`src/rtl/regfile_wb_arbiter_pkg.sv`:
```
// Shared MIPS register-file constants: widths, register names, writeback source ids.
// Imported by the writeback arbiter, its interface and the bench.
package mips_rf_pkg;

    localparam int ADDR_W = 5;
    localparam int DATA_W = 32;
    localparam int NREG   = 32;

    localparam logic [ADDR_W-1:0] REG_ZERO = 5'd0;
    localparam logic [ADDR_W-1:0] REG_AT = 5'd1,  REG_V0 = 5'd2,  REG_V1 = 5'd3;
    localparam logic [ADDR_W-1:0] REG_A0 = 5'd4,  REG_A1 = 5'd5,  REG_A2 = 5'd6,  REG_A3 = 5'd7;
    localparam logic [ADDR_W-1:0] REG_T0 = 5'd8,  REG_T1 = 5'd9,  REG_T2 = 5'd10, REG_T3 = 5'd11;
    localparam logic [ADDR_W-1:0] REG_T4 = 5'd12, REG_T5 = 5'd13, REG_T6 = 5'd14, REG_T7 = 5'd15;
    localparam logic [ADDR_W-1:0] REG_S0 = 5'd16, REG_S1 = 5'd17, REG_S2 = 5'd18, REG_S3 = 5'd19;
    localparam logic [ADDR_W-1:0] REG_S4 = 5'd20, REG_S5 = 5'd21, REG_S6 = 5'd22, REG_S7 = 5'd23;
    localparam logic [ADDR_W-1:0] REG_T8 = 5'd24, REG_T9 = 5'd25, REG_K0 = 5'd26, REG_K1 = 5'd27;
    localparam logic [ADDR_W-1:0] REG_GP = 5'd28, REG_SP = 5'd29, REG_FP = 5'd30, REG_RA = 5'd31;

    localparam int WB_ALU    = 0;
    localparam int WB_LOAD   = 1;
    localparam int WB_MULDIV = 2;

endpackage

```
`src/rtl/regfile_wb_arbiter_if.sv`:
```
// Writeback bus: per-requester valid/ready/addr/data in, register-file write port and
// pending scoreboard out. master = writeback sources + regfile side, slave = arbiter.
interface regfile_wb_arbiter_if
    import mips_rf_pkg::*;
#(
    parameter int NREQ    = 3,
    parameter int DATA_W_P = DATA_W,
    parameter int ADDR_W_P = ADDR_W
);
    logic [NREQ-1:0]          req_valid;
    logic [NREQ*ADDR_W_P-1:0] req_addr;
    logic [NREQ*DATA_W_P-1:0] req_data;
    logic [NREQ-1:0]          req_ready;
    logic                     wr_en;
    logic [ADDR_W_P-1:0]      wr_addr;
    logic [DATA_W_P-1:0]      wr_data;
    logic [NREG-1:0]          pending;

    modport master (
        output req_valid, req_addr, req_data,
        input  req_ready, wr_en, wr_addr, wr_data, pending
    );

    modport slave (
        input  req_valid, req_addr, req_data,
        output req_ready, wr_en, wr_addr, wr_data, pending
    );
endinterface

```
`src/rtl/regfile_wb_arbiter_rr_arbiter.sv`:
```
// Round-robin pick among asserted requests, searching upward from i_ptr with wrap.
// Latency: combinational; backpressure: none, pointer state lives in the parent.
module rr_arbiter #(
    parameter int NREQ  = 3,
    parameter int PTR_W = (NREQ > 1) ? $clog2(NREQ) : 1
) (
    input  logic [NREQ-1:0]  i_req,
    input  logic [PTR_W-1:0] i_ptr,
    output logic [NREQ-1:0]  o_grant,
    output logic [PTR_W-1:0] o_grant_idx,
    output logic             o_grant_vld
);
    int w_cand;

    always_comb begin
        o_grant     = '0;
        o_grant_idx = '0;
        o_grant_vld = 1'b0;
        w_cand      = 0;
        for (int k = 0; k < NREQ; k++) begin
            w_cand = (int'(i_ptr) + k) % NREQ;
            if (!o_grant_vld && i_req[w_cand]) begin
                o_grant[w_cand] = 1'b1;
                o_grant_idx     = PTR_W'(w_cand);
                o_grant_vld     = 1'b1;
            end
        end
    end
endmodule

```
`src/rtl/regfile_wb_arbiter.sv`:
```
// Shares the register-file write port among NREQ writeback sources via one-entry buffers.
// Latency: 1 cycle accept->wr_en; backpressure: req_ready = buffer empty or draining now.
module regfile_wb_arbiter
    import mips_rf_pkg::*;
#(
    parameter int NREQ     = 3,
    parameter int DATA_W_P = DATA_W,
    parameter int ADDR_W_P = ADDR_W
) (
    input  logic                 clk,
    input  logic                 rst_n,
    input  logic                 flush,
    regfile_wb_arbiter_if.slave  bus
);
    localparam int PTR_W = (NREQ > 1) ? $clog2(NREQ) : 1;

    logic [NREQ-1:0]     r_buf_valid;
    logic [ADDR_W_P-1:0] r_buf_addr [NREQ];
    logic [DATA_W_P-1:0] r_buf_data [NREQ];
    logic [PTR_W-1:0]    r_rr_ptr;
    logic                r_wr_en;
    logic [ADDR_W_P-1:0] r_wr_addr;
    logic [DATA_W_P-1:0] r_wr_data;

    logic [NREQ-1:0]     w_grant;
    logic [PTR_W-1:0]    w_grant_idx;
    logic                w_grant_vld;
    logic [NREQ-1:0]     w_ready;
    logic [NREQ-1:0]     w_accept;
    logic [NREG-1:0]     w_pending;

    rr_arbiter #(.NREQ(NREQ), .PTR_W(PTR_W)) u_rr_arbiter (
        .i_req       (r_buf_valid),
        .i_ptr       (r_rr_ptr),
        .o_grant     (w_grant),
        .o_grant_idx (w_grant_idx),
        .o_grant_vld (w_grant_vld)
    );

    // Ready depends only on state, so a granted buffer can refill on the same edge.
    assign w_ready  = ~r_buf_valid | w_grant;
    assign w_accept = bus.req_valid & w_ready;

    always_ff @(posedge clk or negedge rst_n) begin
        if (!rst_n) begin
            r_buf_valid <= '0;
            for (int i = 0; i < NREQ; i++) begin
                r_buf_addr[i] <= '0;
                r_buf_data[i] <= '0;
            end
        end else begin
            for (int i = 0; i < NREQ; i++) begin
                if (flush) begin
                    r_buf_valid[i] <= 1'b0;
                end else if (w_accept[i]) begin
                    r_buf_valid[i] <= 1'b1;
                    r_buf_addr[i]  <= bus.req_addr[i*ADDR_W_P +: ADDR_W_P];
                    r_buf_data[i]  <= bus.req_data[i*DATA_W_P +: DATA_W_P];
                end else if (w_grant[i]) begin
                    r_buf_valid[i] <= 1'b0;
                end
            end
        end
    end

    // A grant to $zero is consumed like any other but never raises wr_en.
    always_ff @(posedge clk or negedge rst_n) begin
        if (!rst_n) begin
            r_rr_ptr  <= '0;
            r_wr_en   <= 1'b0;
            r_wr_addr <= '0;
            r_wr_data <= '0;
        end else if (!flush && w_grant_vld) begin
            r_wr_en   <= (r_buf_addr[w_grant_idx] != ADDR_W_P'(REG_ZERO));
            r_wr_addr <= r_buf_addr[w_grant_idx];
            r_wr_data <= r_buf_data[w_grant_idx];
            r_rr_ptr  <= (w_grant_idx == PTR_W'(NREQ - 1)) ? '0 : w_grant_idx + PTR_W'(1);
        end else begin
            r_wr_en <= 1'b0;
        end
    end

    always_comb begin
        w_pending = '0;
        for (int i = 0; i < NREQ; i++) begin
            if (r_buf_valid[i]) begin
                w_pending[r_buf_addr[i]] = 1'b1;
            end
        end
        if (r_wr_en) begin
            w_pending[r_wr_addr] = 1'b1;
        end
        w_pending[0] = 1'b0;
    end

    assign bus.req_ready = w_ready;
    assign bus.wr_en     = r_wr_en;
    assign bus.wr_addr   = r_wr_addr;
    assign bus.wr_data   = r_wr_data;
    assign bus.pending   = w_pending;

endmodule

```
`src/flat_wrapper.sv`:
```
// flat-port wrapper written by rule: the top's interface ports become plain ports
module regfile_wb_arbiter_flat import mips_rf_pkg::*;
#(
    parameter int NREQ     = 3,
    parameter int DATA_W_P = DATA_W,
    parameter int ADDR_W_P = ADDR_W
)
  (clk, rst_n, flush, bus_req_valid, bus_req_addr, bus_req_data, bus_req_ready, bus_wr_en, bus_wr_addr, bus_wr_data, bus_pending);
  regfile_wb_arbiter_if #(.NREQ(NREQ), .DATA_W_P(DATA_W_P), .ADDR_W_P(ADDR_W_P)) bus_i ();
  input  logic clk;
  input  logic rst_n;
  input  logic flush;
  input wire logic [$bits(bus_i.req_valid)-1:0] bus_req_valid;
  input wire logic [$bits(bus_i.req_addr)-1:0] bus_req_addr;
  input wire logic [$bits(bus_i.req_data)-1:0] bus_req_data;
  output wire logic [$bits(bus_i.req_ready)-1:0] bus_req_ready;
  output wire logic [$bits(bus_i.wr_en)-1:0] bus_wr_en;
  output wire logic [$bits(bus_i.wr_addr)-1:0] bus_wr_addr;
  output wire logic [$bits(bus_i.wr_data)-1:0] bus_wr_data;
  output wire logic [$bits(bus_i.pending)-1:0] bus_pending;
  assign bus_i.req_valid = bus_req_valid;
  assign bus_i.req_addr = bus_req_addr;
  assign bus_i.req_data = bus_req_data;
  assign bus_req_ready = bus_i.req_ready;
  assign bus_wr_en = bus_i.wr_en;
  assign bus_wr_addr = bus_i.wr_addr;
  assign bus_wr_data = bus_i.wr_data;
  assign bus_pending = bus_i.pending;
  regfile_wb_arbiter #(.NREQ(NREQ), .DATA_W_P(DATA_W_P), .ADDR_W_P(ADDR_W_P)) u_core (.clk(clk), .rst_n(rst_n), .flush(flush), .bus(bus_i));
endmodule
```
`config.mk`:
```
export PLATFORM = sky130hd
export DESIGN_NAME = regfile_wb_arbiter_flat
export DESIGN_NICKNAME = d
export VERILOG_FILES = /design/src/rtl/regfile_wb_arbiter_pkg.sv /design/src/rtl/regfile_wb_arbiter_if.sv /design/src/rtl/regfile_wb_arbiter_rr_arbiter.sv /design/src/rtl/regfile_wb_arbiter.sv /design/src/flat_wrapper.sv
export SDC_FILE = /design/constraint.sdc
export NUM_CORES = 1
export LEC_CHECK = 0
export CAP_MARGIN = 10
export CORE_ASPECT_RATIO = 0.6
export CORE_MARGIN = 8
export CORE_UTILIZATION = 53
export DETAILED_ROUTE_END_ITERATION = 8
export HOLD_SLACK_MARGIN = 0.15
export PLACE_DENSITY = 0.82
export SLEW_MARGIN = 20
export SYNTH_ARGS = -nofsm -noshare
export SYNTH_HDL_FRONTEND = slang
export SYNTH_SLANG_ARGS = --single-unit
export TNS_END_PERCENT = 100
```
`constraint.sdc`:
```
create_clock -name clk -period 3.47 [get_ports clk]
set_input_delay 0.5205 -clock clk [delete_from_list [all_inputs] [get_ports clk]]
set_output_delay 0.5205 -clock clk [all_outputs]
set_load 0.005 [all_outputs]
```
==> results of run 1 <==
-- through the flow --
stage | setup WS, ns | hold slack [ns] | area (sq um) | util
2_1_floorplan | 0.882 | 0.225 | 9470 | -
3_3_place_gp | 0.493 | 0.490 | 11500 | 0.646
3_5_place_dp | 0.448 | 0.497 | 11500 | 0.646
4_1_cts | 0.0310 | 0.179 | 12100 | 0.678
5_1_grt | -0.0185 | 0.207 | 12100 | 0.679
6_report | 0.109 | 0.157 | 12100 | 0.679
-- logic make-up after synthesis --
kind of cell,Yosys count
AO/OA/AOI/OAI,282
adder cells (fa/ha/maj),4
multiplexers,79
flip-flops,154
buffers and inverters,159
other,1
AND/OR/NAND/NOR,297
-- sequential cells by signal, summed over array words and instances, names as in the netlist --
name                count
u_core.r_buf_data      96
u_core.bus.wr_data     32
u_core.r_buf_addr      15
u_core.bus.wr_addr      5
u_core.r_buf_valid      3
u_core.r_rr_ptr         2
u_core.bus.wr_en        1
-- cell usage after synthesis, types with 10 or more instances --
cell and count:
a311oi_1 37, a22oi_1 38, nand4_1 37, inv_1 48
o221ai_1 16, mux2_2 15, nand3_1 84, o22ai_1 13
nor2_1 101, o2111ai_1 38, dfrtp_1 154, clkbuf_1 69
nand3b_1 11, mux2_4 60, a2111oi_0 37, a21oi_1 20
nand2_1 22, buf_2 28, a221o_1 10, a31oi_1 38
nor3_1 11
-- power by group through the flow --
stage          Clock, mW  Sequential, mW  Combinational (mW)
2_1_floorplan          0            2.97                3.23
3_3_place_gp           0            3.32                4.67
3_5_place_dp           0            3.35                4.76
4_1_cts             1.85            3.33                4.81
5_1_grt             1.92            3.46                5.27
6_report            1.83            3.39                4.91
-- area by class of cell --
type | instances | share of cell area
multi-input cells | 663 | 0.412
flip-flops and latches | 154 | 0.319
repair buffers | 219 | 0.182
clock buffers | 19 | 0.0367
well taps | 240 | 0.0249
inverters | 49 | 0.0152
clock inverters | 13 | 0.0105
-- layer usage --
| layer | vias up | routed length (microns) |
|---|---|---|
| met4 | 14 | 413 |
| li1 | 4031 | - |
| met3 | 56 | 4280 |
| met2 | 645 | 13600 |
| met1 | 4584 | 14600 |
| met5 | - | 82 |
-- repair_timing --
action	4_1_cts	5_1_grt
hold buffers	0	0
pin swaps	0	0
setup endpoints to repair	1	1
endpoints found under the hold margin	0	0
gates resized for setup	1	2
-- critical path, stage by stage, from the launching register on --
cell	delay (ns)
dfrtp_1	0.37
inv_1	0.10
ha_2	0.44
mux2i_4	0.33
o21a_1	0.26
and3_2	0.22
o21ai_0	0.08
nand2_1	0.12
clkdlybuf4s50_1	0.51
-- path summary, 6_finish.rpt --
path	start	end	slack, ns	cells past startpoint
max	u_core.r_rr_ptr[0]	bus_req_ready[0]	0.11	8
min	rst_n	u_core.bus.wr_addr[4]	0.16	1
max reg2reg	u_core.r_rr_ptr[1]	u_core.bus.wr_data[25]	0.29	9
min reg2reg	u_core.r_buf_data[8]	u_core.r_buf_data[8]	0.51	1
max in group asynchronous	rst_n	u_core.bus.wr_data[22]	2.66	2
min in group clk	u_core.r_buf_data[8]	u_core.r_buf_data[8]	0.51	1
==> results, run 1 <==
- The flow ran to the end, and the final reports show no timing, DRC or antenna violations.
- The number of ports placed on the die boundary is 190.
- The number of buffers inserted during clock tree synthesis is 17.
- The most frequent standard cell in the layout excluding fill and tap cells is clkdlybuf4s50_1.
- The area growth from synthesis to layout is 27.4%.
- The worst-case IR drop observed on VDD is 0.000455 V.
- The minimum clock period after layout is 3.36 ns.
- Yosys mapped a number of flops with a built-in enable equal to 0.
- The final layout net count is between 1000 and 1500.
- The total number of clock tree sinks is around 150.
- Of the total power, the share spent switching nets is 0.438.
- The share of final-layout standard cells stronger than drive strength 1 is 0.150.
- The setup fix buffers added after clock tree synthesis is 0.
- The most used flip-flop cell after synthesis is dfrtp_1.
- The first-pass GRT wire length is 51800 microns.
- The synthesized design spends more area on one cell type than any other, namely dfrtp_1.
- The share of total power dissipated in sequential elements is 0.334.
- For this run, the top clock speed supported by timing is 298 MHz.
- The maximum number of pins on one net before global-route repair is between 70 and 80.
- Of the total synthesized cell area, the portion taken by XOR and XNOR cells is 0.
- The initial core utilization is 0.533.
- The worst relative slew slack is 0.475.
- Across the run, the number of max-cap violations was 0.
- The worst-case clock skew is 0.0134 ns.
- Total power for the finished layout comes to approximately 10 mW.
- The area fraction in compound gates after synthesis is 0.235.
- The core region is approximately 18000 sq um.
- TritonCTS built the clock tree.
- The multi-input logic area is about 5000 sq um.
- The fraction of the mapped netlist area in adder cells is 0.00528.
- In the finished design, the share of the clock period the worst path needs comes to 0.968.
- At the worst endpoint, the arrival time is 2.84 ns.
- The area occupied by registers is 3850 sq um.
- The sequential share of the synthesized area is 0.407.
- The detail-routed via count per cell is 6.88.
- The worst setup path is launched from a register.
- Clock latency on the worst-skew pair, taken at its later pin, is ~0.42 ns.
- The count of antenna diodes in the layout is 0.
- The clock passes through at most 2 buffers.
- The max-slew violation count was 0.
- In the global route stage, met1 resource usage came out at 0.413.
- The die covers 22500 sq um.
- Summing every instance area after synthesis gives 9470 sq um.
- The layout filler cell count is around 1400.
- Leaving out filler cells and counting taps, the final layout contains 1357.
- The analysis attributes to cell leakage a power of roughly 4.7 nW.
- In this run the number of H-tree levels came out at 4.
- The wire length per cell is 24.3 microns.
- The power share of the clock group is 0.181.
- The classification of the worst-slack hold path is primary input to asynchronous set/reset pin.
- Of the total synthesized cell area, the portion taken by AND, OR, NAND and NOR gates is 0.156.
- The final number of setup-violating endpoints is 0.
- In the layout the commonest cells are clkdlybuf4s50_1, dfrtp_1, nor2_1.
- The number of global-route vias before repair came to 8869.
- The highest-utilization routing layer at the global route stage is met1.
- The initial antenna violation count is 7.
- The distinct cell type count after synthesis is ~60.
- The HPWL after detailed placement is 22300 microns.
- In the global route stage, met3 resource usage came out at 0.103.
- In the global route stage, overall resource usage came out at 0.283.
- The first detailed-routing pass ran for 6 iterations.
- The floorplan has 38 rows.
- The path type of the worst setup path is register to output port.
- The number of hold violations in the final report came to 0.
- Summed over all failing endpoints, the final setup total negative slack is 0 ns.
- The worst setup path is captured at an output port.
- Along the worst path, the maximum fanout reaches 9.
- Port buffering added 188 buffers.
- The power per unit of standard cell area is 839 nW/um^2.
- The net count after synthesis is roughly 1100.
- Routability-driven placement finished with a final weighted congestion of 1.04.
- After synthesis, the share of cell area in mux cells is 0.118.
- Summing over every cut layer, the via total after detailed routing is 9330.
- The internal portion of the total power is 5.69 mW.
- Clock-pin slew was measured on the worst setup and hold paths at 0.07 ns.
- For this run the aggregate overflow at the end of global routing stands at 0.
- The endpoint required time on the critical path is 2.95 ns.
- The count of nets left with antenna violations after detail routing is 0.
- Synthesis inferred 154 register bits.
- In this run, the number of DRC markers left after iteration 0 of detailed routing was 1472.
- The clock root buffer master is clkbuf_16.
- After synthesis, the mean cell area works out to 9.70 sq um.
- The cell count after placement is about 1300.
- The post-synthesis cell count is 976.
- The count of warnings emitted by yosys is 0.
- For this run, design rule violations remaining after detail routing come to 0.
- By area the synthesized netlist is led by dfrtp_1, mux2_4, nand3_1, nor2_1, o2111ai_1.
- From left edge to right edge, the die measures about 190 microns.
- Counting flops with an async set or reset pin after synthesis yields a share of 1.00.
- The pin slew with the least headroom to its limit is between 0.7 and 0.8 ns.
- The share of total power dissipated in combinational logic is 0.484.
- Wires add up to 33000 microns.
- The net switching power is 4.43 mW.
- The area share of the leading cell type in the synthesized netlist is 0.407.
- After synthesis, the largest family of logic cells by area is compound AO/OA/AOI/OAI gates.
- In the global route stage, met2 resource usage came out at 0.397.
- The overall die height is around 120 microns.
(Power assumes the default switching activity.)
==> run 2: changes to the inputs <==
--- a/config.mk
+++ b/config.mk
@@ -5,13 +5,13 @@
 export SDC_FILE = /design/constraint.sdc
 export NUM_CORES = 1
 export LEC_CHECK = 0
+export ABC_CLOCK_PERIOD_IN_PS = 3470
 export CAP_MARGIN = 10
 export CORE_ASPECT_RATIO = 0.6
 export CORE_MARGIN = 8
-export CORE_UTILIZATION = 53
+export CORE_UTILIZATION = 25
 export DETAILED_ROUTE_END_ITERATION = 8
 export HOLD_SLACK_MARGIN = 0.15
-export PLACE_DENSITY = 0.82
 export SLEW_MARGIN = 20
 export SYNTH_ARGS = -nofsm -noshare
 export SYNTH_HDL_FRONTEND = slang
==> run 2 against run 1 <==
Sequential power barely moved. Sequential share of layout area fell by 1.0 points. Via count fell by 5.5%. Clock skew fell by 0.0050 ns. Final cell count rose by 20%. Final area rose by 3.4%. Combinational power barely moved. Non-clock buffer count fell by 3. Power rose by 2.4%. Maximum frequency rose by 1.0%. Die area rose by 98%. Critical path type unchanged. Largest power group unchanged. Highest routed layer unchanged.
==> results, run 2 (same netlist as run 1, synthesis figures left out) <==
- The achievable frequency is 301 MHz.
- The delay of the slowest cell on the worst path is 0.54 ns.
- The internal power of the cells totals 6.00 mW.
- The power per unit of standard cell area is 831 nW/um^2.
- The number of max-capacitance violations reported is 0.
- The worst-case clock skew is 0.00834 ns.
- The worst path needs 3.33 ns of the cycle, external delays included.
- The share of power burned in combinational logic is 0.474.
- The routing usage on met1 is 0.224.
- The power share of the clock group is 0.198.
- Walking the worst path, the cells encountered are inv_1 > ha_4 > buf_4 > and4bb_1 > a21oi_2 > a21o_2 > nand2_1 > clkdlybuf4s50_1.
- The floorplan step set the die width to ~270 microns.
- The cell row count is 55.
- Of the cells placed in the final design, the portion with a size suffix greater than 1 is 0.147.
- The total power is 10.4 mW.
- After detailed routing, the number of remaining DRC violations is 0.
- After global routing, the most crowded layer is met2.
- Summed over all cells, the static leakage comes to between 4 and 5 nW.
- TritonCTS built the clock tree.
- The initial antenna violation count came to 6.
- The total number of clock tree sinks is 154.
- The overall die height is around 170 microns.
- The detail route stage leaves a number of antenna-violating nets equal to 0.
- The total global routing overflow is 0.
- The area growth from synthesis to layout is 31.8%.
- After the last flow step, the layout net total stands at 1222.
- The proportion of power drawn by flip-flops and latches is 0.328.
- The max-slew violation count is 0.
- In the global route stage, overall resource usage came out at 0.158.
- For this run, global-route usage on met2 was measured as 0.234.
- The smallest hold slack is between 0.1 and 0.15 ns.
- The first-pass GRT wire length is approximately 55000 microns.
- The longest clock path from root to sink contains 2 buffers.
- The maximum number of pins on one net before global-route repair is 94.
- The pin slew with the least headroom to its limit is 0.766 ns.
- The flow ran to the end, and the final reports show no timing, DRC or antenna violations.
- The routed design has roughly 36000 microns of wire.
- The register ranked first by flip-flop count is u_core.r_buf_data.
- The worst reg2reg path startpoint is u_core.r_rr_ptr[1].
- The count of non-filler cells in the finished layout is 1627.
- The placeable core region is around 38000 sq um.
- The number of global-route vias before repair came to 8876.
- Setup repair after global routing could not meet its margin everywhere.
- The utilization after layout is 0.333.
- The arrival time reported for the critical path endpoint is approximately 2.8 ns.
- The worst relative slew slack is 0.490.
- The cell count after placement is between 1500 and 2000.
- Clock tree synthesis selected as its root buffer the cell clkbuf_16.
- In this run, post-CTS hold repair placed 0 buffers.
- After clock tree synthesis, the clock-pin slew on the worst setup and hold paths is 0.07 ns.
- The number of hold violations in the final report is 0.
- In this run, the number of DRC markers left after iteration 0 of detailed routing was 1146.
- Dividing the detail-routed wire length by the instance count gives 22.1 microns.
- The first element of the critical path is u_core.r_rr_ptr[0].
- The full die area is 44600 sq um.
- The worst setup path is launched from a register.
- Clock tree synthesis inserted a total of 17 buffers.
- The finished cells cover between 10000 and 15000 sq um.
- The HPWL after detailed placement is 25000 microns.
- Across the VDD grid, the largest voltage drop is 0.000419 V.
- STA classifies the critical path endpoint as an output port.
- The library cells used most frequently in the layout, excluding fill and tap cells, are clkdlybuf4s50_1, dfrtp_1, nor2_1.
- The detailed-router iteration count before antenna repair is 6.
- For this run, global-route usage on met3 was measured as 0.0468.
- The classification of the worst-slack hold path is primary input to asynchronous set/reset pin.
- In the finished design, the share of the clock period the worst path needs comes to 0.959.
- Of the total power, the share spent switching nets is 0.422.
- The area after detailed placement is 11800 sq um.
- Setup violations remaining at the end of the flow were counted as 0.
- Summed over all nets, the switching power comes to 4.37 mW.
- Gates resized during post-CTS repair numbered 4.
- For the worst setup path, the data required time is slightly below 3 ns.
- The critical-path maximum fanout is 16.
- The detail-routed via count per cell is 5.42.
- The path type of the worst setup path is register to output port.
- The worst path meets setup with between 0.1 and 0.15 ns of slack.
- The count of input and output buffers is 188.
- For the worst-skew pair, the clock arrives at the later sink with an insertion delay of 0.44 ns.
- In this run the count of I/O pins placed on the die edge is 190.
- The largest individual stage delay along the critical path comes from the cell clkdlybuf4s50_1.
- The final sum of negative setup slack is 0 ns.
- The flip-flop count of the largest register after layout is 96.
- The most frequent standard cell in the layout excluding fill and tap cells is clkdlybuf4s50_1.
- In this run the post-CTS setup repair buffer count came out at 0.
- The number of levels the H-tree was split into is 4.
- Routability-driven placement finished with a final weighted congestion of 0.860.
- For this configuration, the core starts out at a cell density of 0.253.
- The pre-CTS setup slack is 0.430 ns.
- The count of vias placed by the detailed router is 8819.
## run 2: path summary, 6_finish.rpt
kind                                    endpoint  slack [ns]  cells past startpoint
setup / recovery                bus_req_ready[1]        0.14                      8
hold / removal             u_core.r_buf_data[39]        0.12                      1
setup reg to reg           u_core.r_buf_data[75]        0.59                      9
hold reg to reg             u_core.r_buf_data[5]        0.51                      1
max in group asynchronous  u_core.r_buf_data[61]        2.61                      2
min in group clk            u_core.r_buf_data[5]        0.51                      1
## run 2: power by group through the flow
stage	clock network [mW]	registers (mW)	logic, mW
finish	2.05	3.41	4.91
global route	2.19	3.50	5.35
CTS	2.10	3.39	4.91
detailed placement	0	3.41	4.86
global placement	0	3.42	4.78
floorplan	0	2.97	3.23
## run 2: critical path, delay by kind of cell, from the launching register on
kind | cells | cell delay [ns]
AOI/OAI and AO/OA | 2 | 0.44
adders and majority gates | 1 | 0.34
and+or+nand+nor | 2 | 0.30
buffers and inverters | 3 | 0.90
DFF | 1 | 0.39
## run 2: per-layer routing
metal	wire, microns	share of wire
met1	16900	0.47
met2	16000	0.45
met3	2680	0.074
met4	313	0.0087
met5	57	0.0016
## run 2: final cells by class
class	count	area (sq um)
diodes	1	2.50
clock buffers	21	460
clock inverters	10	164
fillers	3771	25000
inverters	49	184
multi-input cells	663	4990
flip-flops and latches	154	3850
well taps	513	642
repair buffers	216	2180
